==> src/rtl/store_pkg.sv <==
// -----------------------------------------------------------------------------
// store_pkg
// Shared definitions for the store alignment unit:
//   - size_e  : store size encodings carried on st_size
//   - state_e : FSM states of the store sequencer
//   - LANES   : byte lanes per memory word
// -----------------------------------------------------------------------------
package store_pkg;

  localparam int LANES = 4;

  typedef enum logic [1:0] {
    SZ_BYTE = 2'b00,
    SZ_HALF = 2'b01,
    SZ_WORD = 2'b10,
    SZ_RSVD = 2'b11
  } size_e;

  typedef enum logic [1:0] {
    S_IDLE  = 2'b00,
    S_BEAT0 = 2'b01,
    S_BEAT1 = 2'b10
  } state_e;

endpackage

==> src/rtl/store_align_unit_if.sv <==
// -----------------------------------------------------------------------------
// store_align_unit_if
// Bundles the store-request side and the data-memory write side of the
// store alignment unit.
//   st_valid/st_ready/st_addr/st_data/st_size : store request handshake
//   mem_req/mem_ack/mem_addr/mem_wdata/mem_be : memory write beat handshake
//   done/err                                  : completion / rejection pulses
// Modports:
//   slave  : the alignment unit itself
//   master : the environment (pipeline + memory) around it
// -----------------------------------------------------------------------------
interface store_align_unit_if #(
  parameter int ADDR_W = 32
) ();

  logic              st_valid;
  logic              st_ready;
  logic [ADDR_W-1:0] st_addr;
  logic [31:0]       st_data;
  logic [1:0]        st_size;
  logic              mem_req;
  logic              mem_ack;
  logic [ADDR_W-1:0] mem_addr;
  logic [31:0]       mem_wdata;
  logic [3:0]        mem_be;
  logic              done;
  logic              err;

  modport slave (
    input  st_valid, st_addr, st_data, st_size, mem_ack,
    output st_ready, mem_req, mem_addr, mem_wdata, mem_be, done, err
  );

  modport master (
    output st_valid, st_addr, st_data, st_size, mem_ack,
    input  st_ready, mem_req, mem_addr, mem_wdata, mem_be, done, err
  );

endinterface

==> src/rtl/lane_shifter.sv <==
// -----------------------------------------------------------------------------
// lane_shifter
// Combinational lane placement for a store: masks register data to the store
// size and shifts data and byte enables up by the byte offset into a two-word
// (64-bit / 8-lane) window. The low word is beat0, the high word beat1.
//   size_i      : store size encoding (store_pkg::size_e)
//   off_i       : byte offset within the word (address bits [1:0])
//   data_i      : register data, value in the LSBs
//   wide_data_o : lane-aligned data over two words, unused lanes zero
//   wide_be_o   : byte enables over two words
// -----------------------------------------------------------------------------
module lane_shifter
  import store_pkg::*;
(
  input  logic [1:0]           size_i,
  input  logic [1:0]           off_i,
  input  logic [31:0]          data_i,
  output logic [2*LANES*8-1:0] wide_data_o,
  output logic [2*LANES-1:0]   wide_be_o
);

  logic [LANES-1:0]   be_base;
  logic [LANES*8-1:0] masked;

  // Each lane keeps its byte only when its enable is set, so a reserved
  // size (no enables) yields all-zero data as well.
  always_comb begin
    case (size_e'(size_i))
      SZ_BYTE: be_base = 4'b0001;
      SZ_HALF: be_base = 4'b0011;
      SZ_WORD: be_base = 4'b1111;
      default: be_base = 4'b0000;
    endcase
  end

  generate
    for (genvar gi = 0; gi < LANES; gi++) begin : g_mask
      assign masked[8*gi +: 8] = be_base[gi] ? data_i[8*gi +: 8] : 8'h00;
    end
  endgenerate

  assign wide_data_o = {32'h0, masked} << {off_i, 3'b000};
  assign wide_be_o   = {4'h0, be_base} << off_i;

endmodule

==> src/rtl/store_align_unit.sv <==
// -----------------------------------------------------------------------------
// store_align_unit
// Narrows and lane-aligns a 32-bit store onto a word-addressed, byte-enabled
// memory write port. Stores that cross a word boundary are issued as two
// beats (or rejected when ALLOW_MISALIGNED=0). All outputs are registered.
//   clk : system clock, rising edge
//   rst : asynchronous active-high reset
//   bus : store_align_unit_if.slave (request in, memory beats out,
//         done/err pulses)
// -----------------------------------------------------------------------------
module store_align_unit
  import store_pkg::*;
#(
  parameter int ADDR_W           = 32,
  parameter bit ALLOW_MISALIGNED = 1'b1
) (
  input  logic               clk,
  input  logic               rst,
  store_align_unit_if.slave  bus
);

  state_e            state_q,     state_d;
  logic              st_ready_q,  st_ready_d;
  logic              mem_req_q,   mem_req_d;
  logic [ADDR_W-1:0] mem_addr_q,  mem_addr_d;
  logic [31:0]       mem_wdata_q, mem_wdata_d;
  logic [3:0]        mem_be_q,    mem_be_d;
  logic              done_q,      done_d;
  logic              err_q,       err_d;
  // Second beat captured at accept so st_* may change afterwards.
  logic [ADDR_W-1:0] b1_addr_q,   b1_addr_d;
  logic [31:0]       b1_wdata_q,  b1_wdata_d;
  logic [3:0]        b1_be_q,     b1_be_d;
  logic              split_q,     split_d;

  logic [63:0]       wide_data;
  logic [7:0]        wide_be;
  logic              split_now;
  logic              accept;
  logic              reject;
  logic [ADDR_W-1:0] base_addr;

  lane_shifter u_lane_shifter (
    .size_i      (bus.st_size),
    .off_i       (bus.st_addr[1:0]),
    .data_i      (bus.st_data),
    .wide_data_o (wide_data),
    .wide_be_o   (wide_be)
  );

  assign split_now = |wide_be[7:4];
  assign base_addr = {bus.st_addr[ADDR_W-1:2], 2'b00};
  // st_ready_q is only ever high in IDLE, so this is the IDLE accept.
  assign accept    = bus.st_valid && st_ready_q;
  assign reject    = (size_e'(bus.st_size) == SZ_RSVD) ||
                     (split_now && !ALLOW_MISALIGNED);

  always_comb begin
    state_d     = state_q;
    mem_req_d   = mem_req_q;
    mem_addr_d  = mem_addr_q;
    mem_wdata_d = mem_wdata_q;
    mem_be_d    = mem_be_q;
    b1_addr_d   = b1_addr_q;
    b1_wdata_d  = b1_wdata_q;
    b1_be_d     = b1_be_q;
    split_d     = split_q;
    done_d      = 1'b0;
    err_d       = 1'b0;

    case (state_q)
      S_IDLE: begin
        if (accept) begin
          if (reject) begin
            err_d = 1'b1;
          end else begin
            state_d     = S_BEAT0;
            mem_req_d   = 1'b1;
            mem_addr_d  = base_addr;
            mem_wdata_d = wide_data[31:0];
            mem_be_d    = wide_be[3:0];
            // Wraps naturally modulo 2^ADDR_W.
            b1_addr_d   = base_addr + ADDR_W'(4);
            b1_wdata_d  = wide_data[63:32];
            b1_be_d     = wide_be[7:4];
            split_d     = split_now;
          end
        end
      end
      S_BEAT0: begin
        if (bus.mem_ack) begin
          if (split_q) begin
            state_d     = S_BEAT1;
            mem_addr_d  = b1_addr_q;
            mem_wdata_d = b1_wdata_q;
            mem_be_d    = b1_be_q;
          end else begin
            state_d     = S_IDLE;
            mem_req_d   = 1'b0;
            mem_addr_d  = '0;
            mem_wdata_d = '0;
            mem_be_d    = '0;
            done_d      = 1'b1;
          end
        end
      end
      S_BEAT1: begin
        if (bus.mem_ack) begin
          state_d     = S_IDLE;
          mem_req_d   = 1'b0;
          mem_addr_d  = '0;
          mem_wdata_d = '0;
          mem_be_d    = '0;
          done_d      = 1'b1;
        end
      end
      default: begin
        state_d     = S_IDLE;
        mem_req_d   = 1'b0;
        mem_addr_d  = '0;
        mem_wdata_d = '0;
        mem_be_d    = '0;
      end
    endcase

    // Registered so it stays low through reset and rises one cycle after.
    st_ready_d = (state_d == S_IDLE);
  end

  always_ff @(posedge clk or posedge rst) begin
    if (rst) begin
      state_q     <= S_IDLE;
      st_ready_q  <= 1'b0;
      mem_req_q   <= 1'b0;
      mem_addr_q  <= '0;
      mem_wdata_q <= '0;
      mem_be_q    <= '0;
      done_q      <= 1'b0;
      err_q       <= 1'b0;
      b1_addr_q   <= '0;
      b1_wdata_q  <= '0;
      b1_be_q     <= '0;
      split_q     <= 1'b0;
    end else begin
      state_q     <= state_d;
      st_ready_q  <= st_ready_d;
      mem_req_q   <= mem_req_d;
      mem_addr_q  <= mem_addr_d;
      mem_wdata_q <= mem_wdata_d;
      mem_be_q    <= mem_be_d;
      done_q      <= done_d;
      err_q       <= err_d;
      b1_addr_q   <= b1_addr_d;
      b1_wdata_q  <= b1_wdata_d;
      b1_be_q     <= b1_be_d;
      split_q     <= split_d;
    end
  end

  assign bus.st_ready  = st_ready_q;
  assign bus.mem_req   = mem_req_q;
  assign bus.mem_addr  = mem_addr_q;
  assign bus.mem_wdata = mem_wdata_q;
  assign bus.mem_be    = mem_be_q;
  assign bus.done      = done_q;
  assign bus.err       = err_q;

endmodule

==> src/flat_wrapper.sv <==
// flat-port wrapper written by rule: the top's interface ports become plain ports
module store_align_unit_flat import store_pkg::*;
#(
  parameter int ADDR_W           = 32,
  parameter bit ALLOW_MISALIGNED = 1'b1
)
  (clk, rst, bus_st_valid, bus_st_addr, bus_st_data, bus_st_size, bus_mem_ack, bus_st_ready, bus_mem_req, bus_mem_addr, bus_mem_wdata, bus_mem_be, bus_done, bus_err);
  store_align_unit_if #(.ADDR_W(ADDR_W)) bus_i ();
  input  logic clk;
  input  logic rst;
  input wire logic [$bits(bus_i.st_valid)-1:0] bus_st_valid;
  input wire logic [$bits(bus_i.st_addr)-1:0] bus_st_addr;
  input wire logic [$bits(bus_i.st_data)-1:0] bus_st_data;
  input wire logic [$bits(bus_i.st_size)-1:0] bus_st_size;
  input wire logic [$bits(bus_i.mem_ack)-1:0] bus_mem_ack;
  output wire logic [$bits(bus_i.st_ready)-1:0] bus_st_ready;
  output wire logic [$bits(bus_i.mem_req)-1:0] bus_mem_req;
  output wire logic [$bits(bus_i.mem_addr)-1:0] bus_mem_addr;
  output wire logic [$bits(bus_i.mem_wdata)-1:0] bus_mem_wdata;
  output wire logic [$bits(bus_i.mem_be)-1:0] bus_mem_be;
  output wire logic [$bits(bus_i.done)-1:0] bus_done;
  output wire logic [$bits(bus_i.err)-1:0] bus_err;
  assign bus_i.st_valid = bus_st_valid;
  assign bus_i.st_addr = bus_st_addr;
  assign bus_i.st_data = bus_st_data;
  assign bus_i.st_size = bus_st_size;
  assign bus_i.mem_ack = bus_mem_ack;
  assign bus_st_ready = bus_i.st_ready;
  assign bus_mem_req = bus_i.mem_req;
  assign bus_mem_addr = bus_i.mem_addr;
  assign bus_mem_wdata = bus_i.mem_wdata;
  assign bus_mem_be = bus_i.mem_be;
  assign bus_done = bus_i.done;
  assign bus_err = bus_i.err;
  store_align_unit #(.ADDR_W(ADDR_W), .ALLOW_MISALIGNED(ALLOW_MISALIGNED)) u_core (.clk(clk), .rst(rst), .bus(bus_i));
endmodule
==> config.mk <==
export PLATFORM = sky130hd
export DESIGN_NAME = store_align_unit_flat
export DESIGN_NICKNAME = d
export VERILOG_FILES = /design/src/rtl/store_pkg.sv /design/src/rtl/store_align_unit_if.sv /design/src/rtl/lane_shifter.sv /design/src/rtl/store_align_unit.sv /design/src/flat_wrapper.sv
export SDC_FILE = /design/constraint.sdc
export NUM_CORES = 1
export LEC_CHECK = 0
export ABC_AREA = 1
export BUFFER_PORTS_ARGS = -buffer_cell sky130_fd_sc_hd__buf_4
export CAP_MARGIN = 20
export CORE_MARGIN = 4
export CORE_UTILIZATION = 55
export DETAILED_ROUTE_END_ITERATION = 8
export PLACE_DENSITY = 0.87
export RECOVER_POWER = 50
export SLEW_MARGIN = 30
export SYNTH_ARGS = -nofsm -noshare
export SYNTH_HDL_FRONTEND = slang
export SYNTH_HIERARCHICAL = 1
export SYNTH_SLANG_ARGS = --single-unit
==> constraint.sdc <==
create_clock -name clk -period 6.2 [get_ports clk]
set_clock_uncertainty 0.15 [all_clocks]
set_input_delay 0.62 -clock clk [delete_from_list [all_inputs] [get_ports clk]]
set_output_delay 0.62 -clock clk [all_outputs]
set_load 0.02 [all_outputs]
======== Yosys cells after proc, flatten, opt, wreduce, memory -nomap -nowiden ========
Cells that the tools add are included.
word-level totals
  register bits after elaboration ......... 143
  input bits .............................. 70
  output and inout bits ................... 72
  word-level logic and storage cells ...... 75
operators by class
  add/sub/neg operators ................... 1
  equality and inequality tests ........... 10
  shifts and indexed selects .............. 2
  muxes and demuxes ....................... 41
  bitwise gates (word level) .............. 1
  reduce and logical (&&, ||, !) cells .... 8
operators by type and width
  operator                                                                 number
  32-bit two-way mux                                                       9
  32-bit case mux with 3 select lines                                      2
  32-bit by 5-bit left shift with 64-bit output                            1
  32-bit by 3-bit adder with 32-bit output, second input constant          1
  8-bit two-way mux                                                        4
  4-bit case mux with 3 select lines                                       2
  4-bit two-way mux                                                        5
  1-bit two-way mux                                                        11
  2-bit two-way mux                                                        5
  2-bit inequality test, second input constant                             4
  4-bit by 2-bit left shift with 8-bit output                              1
  2-bit == test, second input constant                                     3
  2-bit logical NOT                                                        3
  2-bit case mux with 3 select lines                                       1
  5-bit AND reduction                                                      1
  2-bit by 1-bit == test with 1-bit output, second input constant          2
  4-bit AND reduction                                                      1
  4-bit OR reduction                                                       1
  1-bit case mux with 3 select lines                                       1
  3-bit AND reduction                                                      1
  2-bit by 1-bit inequality test with 1-bit output, second input constant  1
  1-bit case mux with 2 select lines                                       1
  1-bit logical AND                                                        1
  1-bit inverter                                                           1

======== Longest topological paths before layout ========
Gate-level depths: netlist (run 1).
  depth after elaboration ................. 7
  mapped depth ............................ 11
  gate-level depth less buffers ........... 9

======== Cells and area by module ========
The synthesis (run 1) kept the hierarchy.
modules (own cells, without submodules)
  module            times used  cells an instance  area each (um2)  seq. area each (um2)
  store_align_unit  1           871                6826.5           3478.3
  lane_shifter      1           253                1194.9           0.0

======== Worst setup path after synthesis (run 1) ========
Ideal clock, no wire load.
  path kind ............................... input-to-reg
  start point ............................. in bus_st_size[0]
  end point ............................... reg u_core.mem_wdata_q[16], in the netlist u_core/bus.mem_wdata[16]
  library setup time ...................... 124 ps
  arrival ................................. 1683 ps
  required time ........................... 5926 ps
  setup slack ............................. 4243 ps
  stages .................................. 10
  buffers on the path ..................... 1
  path through ............................ inv_1 ha_1 clkinv_1 buf_4 nand2_1 nand2_1 nand3_1 nand2_1 a21oi_1 a21oi_1
between the ends
  longest elaborated chain between the ends .. 7
  elaborated cells on any way between the ends .. 15
  those cells by class .................... eq/ne (4); shift (1); mux (8); reduce/logical (2)
RTL lines
  element                                            line                     text
  start, declared                                    flat_wrapper.sv:14       input wire logic [$bits(bus_i.st_size)-1:0] bus_st_size;
  2-bit == test (tied with other cells)              lane_shifter.sv:28       case (size_e'(size_i))
  4-bit case mux with 3 select lines (*)             lane_shifter.sv:28
  8-bit two-way mux                                  lane_shifter.sv:38       assign masked[8*gi +: 8] = be_base[gi] ? data_i[8*gi +: 8] : 8'h00;
  32-bit by 5-bit left shift with 64-bit output (*)  lane_shifter.sv:42       assign wide_data_o = {32'h0, masked} << {off_i, 3'b000};
  via u_core.wide_data[16]                           store_align_unit.sv:36   logic [63:0] wide_data;
  32-bit two-way mux (*)                             store_align_unit.sv:74   if (reject) begin
  32-bit two-way mux (*)                             store_align_unit.sv:73   if (accept) begin
  32-bit case mux with 3 select lines (*)            store_align_unit.sv:71   case (state_q)
  end signal, assigned                               store_align_unit.sv:149  mem_wdata_q <= mem_wdata_d;
  end, declared                                      store_align_unit.sv:26   logic [31:0] mem_wdata_q, mem_wdata_d;
Mark *: on every way through the listed nets, which the timed path passes. The rest lies on a longest branch. The select of a mux whose other input is x is not followed.
A chain may end at the register's enable or synchronous reset.

==> summary.txt, run 1 <==
status = finished with violations
failing checks = max-capacitance violations, max-slew violations
crit path capture type = async pin
I/O pin total = 142
first-pass GRT wire length = 35,300 um
yosys warns = 6
Slew Viols, Final = 142
DRT Pass-1 Iters = 6
worst skew pair latency = 420 ps
synthesized area per cell = 7.14 um^2
max_slew headroom = -125%
setup ws final = 2200 ps
max layer used = met4
Inserted Clock Buffers = 17
Setup TNS = 0 ps
initial antenna violation count = 0
Synth Instances = 1,124
crit path max fanout = 76
starting density of the core = 56.9%
P per Cell Area = 471 nW/um^2
Tightest Pin Transition = 3350 ps
Startpoint Class = input pin
Routed WL per cell = 15.4 um
post-synth top area cell = dfrtp_1
Hold Crit Class = in -> reg
post-CTS setup buffer count = 0
Core Area = 14,100 um^2
setup violators final = 0
nets = 1,308
kind of critical path = in -> async
CP startpoint = rst
total grt overflow = 0
CTS tree = yes
ANT cells = 0
Clock Tree Root = clkbuf_16
Final Hold Viols = 0
Placed Area = 8910 um^2
fraction of layout cells with a size suffix above 1 = 10.3%
Die H = 129 um
sequential share of the synthesized area = 43.4%
Final ANT Viol Nets = 0
Fmax = 250 MHz
Tcrit/Tclk final = 64.5%
hpwl dp = 14,700 um
CTS HTree Levels = 4
hold_sp = bus_st_addr[2]
# rows = 43
met3 routed WL = 2160 um
DRC violations left = 0
leading cell type in the layout, fill and taps excluded = nand2_1
Unique masters post-synth = 34
synthesized cell area = 8020 um^2
worst flop-to-flop path startpoint = u_core/state_q[1]
vias = 7,878
WP data required = 6290 ps
WL met1 = 8900 um
share of the synthesized area in the top cell type = 43.4%
worst slack, placed = 2960 ps
Max Cap Viol = 2
Synth area leaders = dfrtp_1 43%, nand2_1 12%, a21oi_1 9.3%
Synth-to-Final Area Change = 14.4%
WL met2 = 10,100 um
Tmin final = 4000 ps
First DRT Iteration DRCs = 872
gp weighted congestion = 0.915
Seq cells post-synth = 139
largest net degree at the start of global routing = 93
Max IR drop VDD = 0.284 mV
port bufs = 139
Final Instance Area = 9170 um^2
Hold Buf Count CTS = 0
WP data arrival = 4090 ps
Reg clk slew, reported paths = 60 ps
vias in the first global route = 7,268
WL final = 21,900 um
Clock Tree Buf Depth = 2
Die X-Extent = 129 um
RSZ-0062 raised after global routing = no
clk sinks = 139
Via-to-Cell Ratio = 5.55
leakage power = 4.44 nW
commonest non-fill, non-tap cells in the layout = 262 x nand2_1, 190 x nor2_1, 149 x a21oi_1
post-CTS sizing = 0
die area = 16,600 um^2
Global Route Usage Sum = 26.6%
## critical path: stages
cell and delay (ps):
clkbuf_4 110, clkinvlp_2 1870, clkbuf_2 1420
## flip-flops by register name (all words and copies together) (netlist names)
register / count
u_core/state_q: 2
u_core/bus.mem_addr: 30
u_core/bus.mem_req: 1
u_core/bus.mem_be: 4
u_core/bus.st_ready: 1
u_core/bus.mem_wdata: 32
u_core/b1_addr_q: 30
u_core/b1_be_q: 4
u_core/split_q: 1
u_core/bus.err: 1
u_core/bus.done: 1
u_core/b1_wdata_q: 32
## metrics by stage
step                utilization (%)  cells  power, mW  hold WS (ps)
floorplan                         -   1133       2.93           299
global placement               63.2   1389       3.48           313
detailed placement             63.2   1389       3.56           317
CTS                            67.1   1420       4.53           194
global route                   65.1   1420       4.64           289
finish                         65.1   1420       4.32           290
## layout make-up
type	instances	area [um^2]
inverters	123	464
clock buffers	19	443
well taps	180	225
fillers	1245	4920
repair buffers	144	816
flip-flops and latches	139	3480
multi-input cells	803	3650
clock inverters	12	100
## metal layers
metal,GRT usage (%),vias to the layer above
met1,37.2,3623
met4,10.6,0
met2,40.8,442
met5,0,-
li1,-,3742
met3,5.60,71
## power breakdown
group          switching (mW)  internal [mW]
registers               0.216           1.33
clock network           0.391          0.556
logic                    1.30          0.525
## logic make-up (layout without fill, tap and decap cells)
group | count (synthesis) | in the layout | share of synthesized area (%)
other cells | 2 | 11 | 0.0936
simple gates | 555 | 555 | 28.6
buf+inv | 191 | 298 | 11.4
flops | 139 | 139 | 43.4
compound gates | 223 | 223 | 14.5
xor+xnor | 4 | 4 | 0.437
fa+ha+maj | 10 | 10 | 1.56
## synthesized netlist by cell type
cell type / number
nor3_2: 1
dfrtp_1: 139
nor4_1: 1
xor2_1: 4
o21ai_0: 57
nand2_1: 262
buf_6: 12
conb_1: 2
nor2_1: 190
clkbuf_1: 8
a31oi_4: 1
buf_2: 25
nand2_2: 2
a31oi_1: 2
o21ai_1: 2
nor2_4: 1
nand2_4: 1
o211a_1: 1
and2_1: 2
nor2_2: 5
o22ai_1: 1
o21bai_1: 10
a21oi_1: 149
buf_4: 21
buf_1: 2
nor2_8: 1
or2_2: 3
nand4_4: 1
nand3_1: 82
clkinv_1: 1
nand3_2: 3
inv_1: 118
ha_1: 10
inv_2: 4
## worst paths after layout
check	to	slack [ps]	cells past startpoint
setup / recovery	u_core/bus.mem_be[0]	2200	3
max in group clk	u_core/b1_wdata_q[18]	2550	6
setup reg to reg	u_core/b1_wdata_q[18]	2550	6
min in group asynchronous	u_core/bus.mem_addr[30]	1040	2
hold reg to reg	u_core/b1_addr_q[23]	330	2
hold / removal	u_core/b1_addr_q[2]	290	2
No activity file was read; power rests on OpenSTA's default activity.
==> run 2: changes to the inputs <==
==> constraint.sdc (replaced) <==
create_clock -name clk -period 3.9 [get_ports clk]
set_clock_uncertainty 0.15 [all_clocks]
set_input_delay 0.39 -clock clk [delete_from_list [all_inputs] [get_ports clk]]
set_output_delay 0.39 -clock clk [all_outputs]
set_load 0.02 [all_outputs]
==> run 2 against run 1 <==
The run still ends with max-capacitance violations, max-slew violations left. Worst setup slack worse by 1200 ps. Register-to-register slack got worse by 1500 ps. Combinational power is 68% higher. Clock power is 82% higher. Core utilization is 1.6 points higher. Sequential power increased by 59%. Sequential share of layout area down 0.89 points. Non-clock buffer count up 4. Cell area rose by 2.4%. Via count grew 0.67%. Power increased by 68%. Critical path depth grew 1. Largest cell class unchanged.
==> summary.txt, run 2 (same netlist as run 1, synthesis figures left out) <==
Core Area = 14,100 um^2 (unchanged)
worst path cell trace = dlygate4sd3_1 -> clkbuf_4 -> clkinvlp_2 -> clkbuf_2
worst flop-to-flop path startpoint = u_core/state_q[1]
largest net degree at the start of global routing = 80 (-14%)
I/O pin total = 142 (unchanged)
leading cell type in the layout, fill and taps excluded = nand2_1
die area = 16,600 um^2 (unchanged)
Fmax = 345 MHz
RSZ-0062 raised after global routing = no
setup ws final = 998 ps (-1210 ps)
max_slew headroom = -20.5% (+100 points)
starting density of the core = 56.9% (unchanged)
Critical Path Max Stage Delay = 1380 ps (-490 ps)
Pint = 4.16 mW (+72%)
Final ANT Viol Nets = 0 (unchanged)
failing checks = max-capacitance violations, max-slew violations
Tmin final = 2900 ps
fraction of layout cells with a size suffix above 1 = 11.5% (+1.2 points)
Sequential Power Share = 34.1% (-1.8 points)
# rows = 43 (unchanged)
post-CTS setup buffer count = 0 (unchanged)
Slew Viols, Final = 104 (-27%)
Inserted Clock Buffers = 17 (unchanged)
Final Util = 66.7% (+1.6 points)
R2R depth = 7 (+1)
Switch Pwr = 3.08 mW (+62%)
clock network power share = 23.8% (+1.9 points)
vias in the first global route = 7,567 (+4.1%)
Max Cap Viol = 2 (unchanged)
clk sinks = 139 (unchanged)
first-pass GRT wire length = 36,300 um (+2.9%)
DRT Pass-1 Iters = 6 (unchanged)
Hold Crit Class = in -> reg
Global Route Usage Sum = 27.3% (+0.72 points)
r2r setup slk = 1090 ps (-1460 ps)
Die X-Extent = 129 um (unchanged)
Synth-to-Final Area Change = 17.1%
WL final = 22,100 um (+1.2%)
CTS tree = yes
WP data required = 3940 ps (-2350 ps)
nets = 1,312 (+0.31%)
Hold Path Stages = 2 (unchanged)
Setup TNS = 0 ps (unchanged)
Hold WS = 56.9 ps (-233 ps)
Tightest Pin Transition = 1810 ps (-1540 ps)
reg-to-reg endpoint = u_core/b1_wdata_q[7]
setup violators final = 0 (unchanged)
slowest CP cell = clkbuf_2
vias = 7,931 (+0.67%)
total grt overflow = 0 (unchanged)
status = finished with violations
gp weighted congestion = 0.938 (+2.6%)
port bufs = 139 (unchanged)
crit path max fanout = 75 (-1.3%)
leakage power = 4.57 nW (+2.8%)
switch share = 42.5% (-1.6 points)
Via-to-Cell Ratio = 5.57 (+0.32%)
hpwl dp = 15,000 um (+2.0%)
Final Hold Viols = 0 (unchanged)
Max IR drop VDD = 0.549 mV (+93%)
commonest non-fill, non-tap cells in the layout = 262 x nand2_1, 190 x nor2_1, 149 x a21oi_1
First DRT Iteration DRCs = 966 (+11%)
DRC violations left = 0 (unchanged)
hold endpoint = u_core/b1_addr_q[2]
hold_sp = bus_st_addr[2]
CTS HTree Levels = 4 (unchanged)
Logic pwr share = 42.2% (about the same)
WP data arrival = 2940 ps (-1150 ps)
post-CTS sizing = 0 (unchanged)
worst skew pair latency = 420 ps (about the same)
Tcrit/Tclk final = 74.4%
Non-Filler Instances = 1,425 (+0.35%)
Startpoint Class = input pin
Clock Tree Root = clkbuf_16
P per Cell Area = 770 nW/um^2 (+64%)
kind of critical path = in -> async
Reg clk slew, reported paths = 60 ps (about the same)
Die H = 129 um (unchanged)
placed cell count = 1,391 (+0.14%)
initial antenna violation count = 0 (unchanged)
ANT cells = 0 (unchanged)
Clock Tree Buf Depth = 2 (unchanged)
crit path capture type = async pin
Routed WL per cell = 15.5 um (+0.80%)
worst slack, placed = 1160 ps (-1800 ps)
run 2: timing repair:
action | CTS | global route
hold buffers | 0 | 1
endpoints found under the hold margin | 0 | 13
endpoints found under the setup margin | 0 | 0
run 2: power by group through the flow:
stage | Combinational (mW) | Sequential [mW] | Clock (mW)
3_3_place_gp | 3.17 | 2.46 | 0
2_1_floorplan | 1.80 | 2.86 | 0
5_1_grt | 3.41 | 2.54 | 1.80
6_report | 3.05 | 2.46 | 1.72
4_1_cts | 3.31 | 2.47 | 1.73
3_5_place_dp | 3.27 | 2.48 | 0
run 2: how the worst max path moves through the flow:
stage                      startpoint                endpoint  slack, ps  cells after the start
global placement    u_core/state_q[1]   u_core/b1_wdata_q[20]       1260                      6
detailed placement  u_core/state_q[1]    u_core/b1_addr_q[28]       1160                      7
global route                      rst  u_core/bus.mem_addr[8]        540                      4
finish                            rst    u_core/b1_addr_q[24]       1000                      4
floorplan                         rst    u_core/b1_addr_q[10]       1620                      1
CTS                 u_core/state_q[1]    u_core/b1_wdata_q[7]       1120                      7
run 2: worst max-delay path, delay by kind of cell:
kind | cells | cell delay [ps]
buf+inv | 4 | 2470
run 2: cell type report:
class                           instances  area [um^2]
Timing Repair Buffer                  148          936
Tap cell                              180          225
Sequential cell                       139         3480
Inverter                              123          463
Multi-Input combinational cell        803         3660
Clock buffer                           19          443
Clock inverter                         13          188
Fill cell                            1199         4700
run 2: layer usage:
layer  routed length, um  global-route usage (%)  up-vias
met2               10300                    43.7      430
met1                9040                    36.8     3692
met3                2040                    4.90       64
met4                 705                    11.7        0
met5                   0                       0        -
li1                    -                       -     3745
run 2: through the flow:
step                      area (um^2)  power [mW]
final                            9400        7.24
after global routing             9400        7.75
after CTS                        9620        7.51
after detailed placement         8990        5.75
after global placement           8990        5.63
after floorplan                  8060        4.66
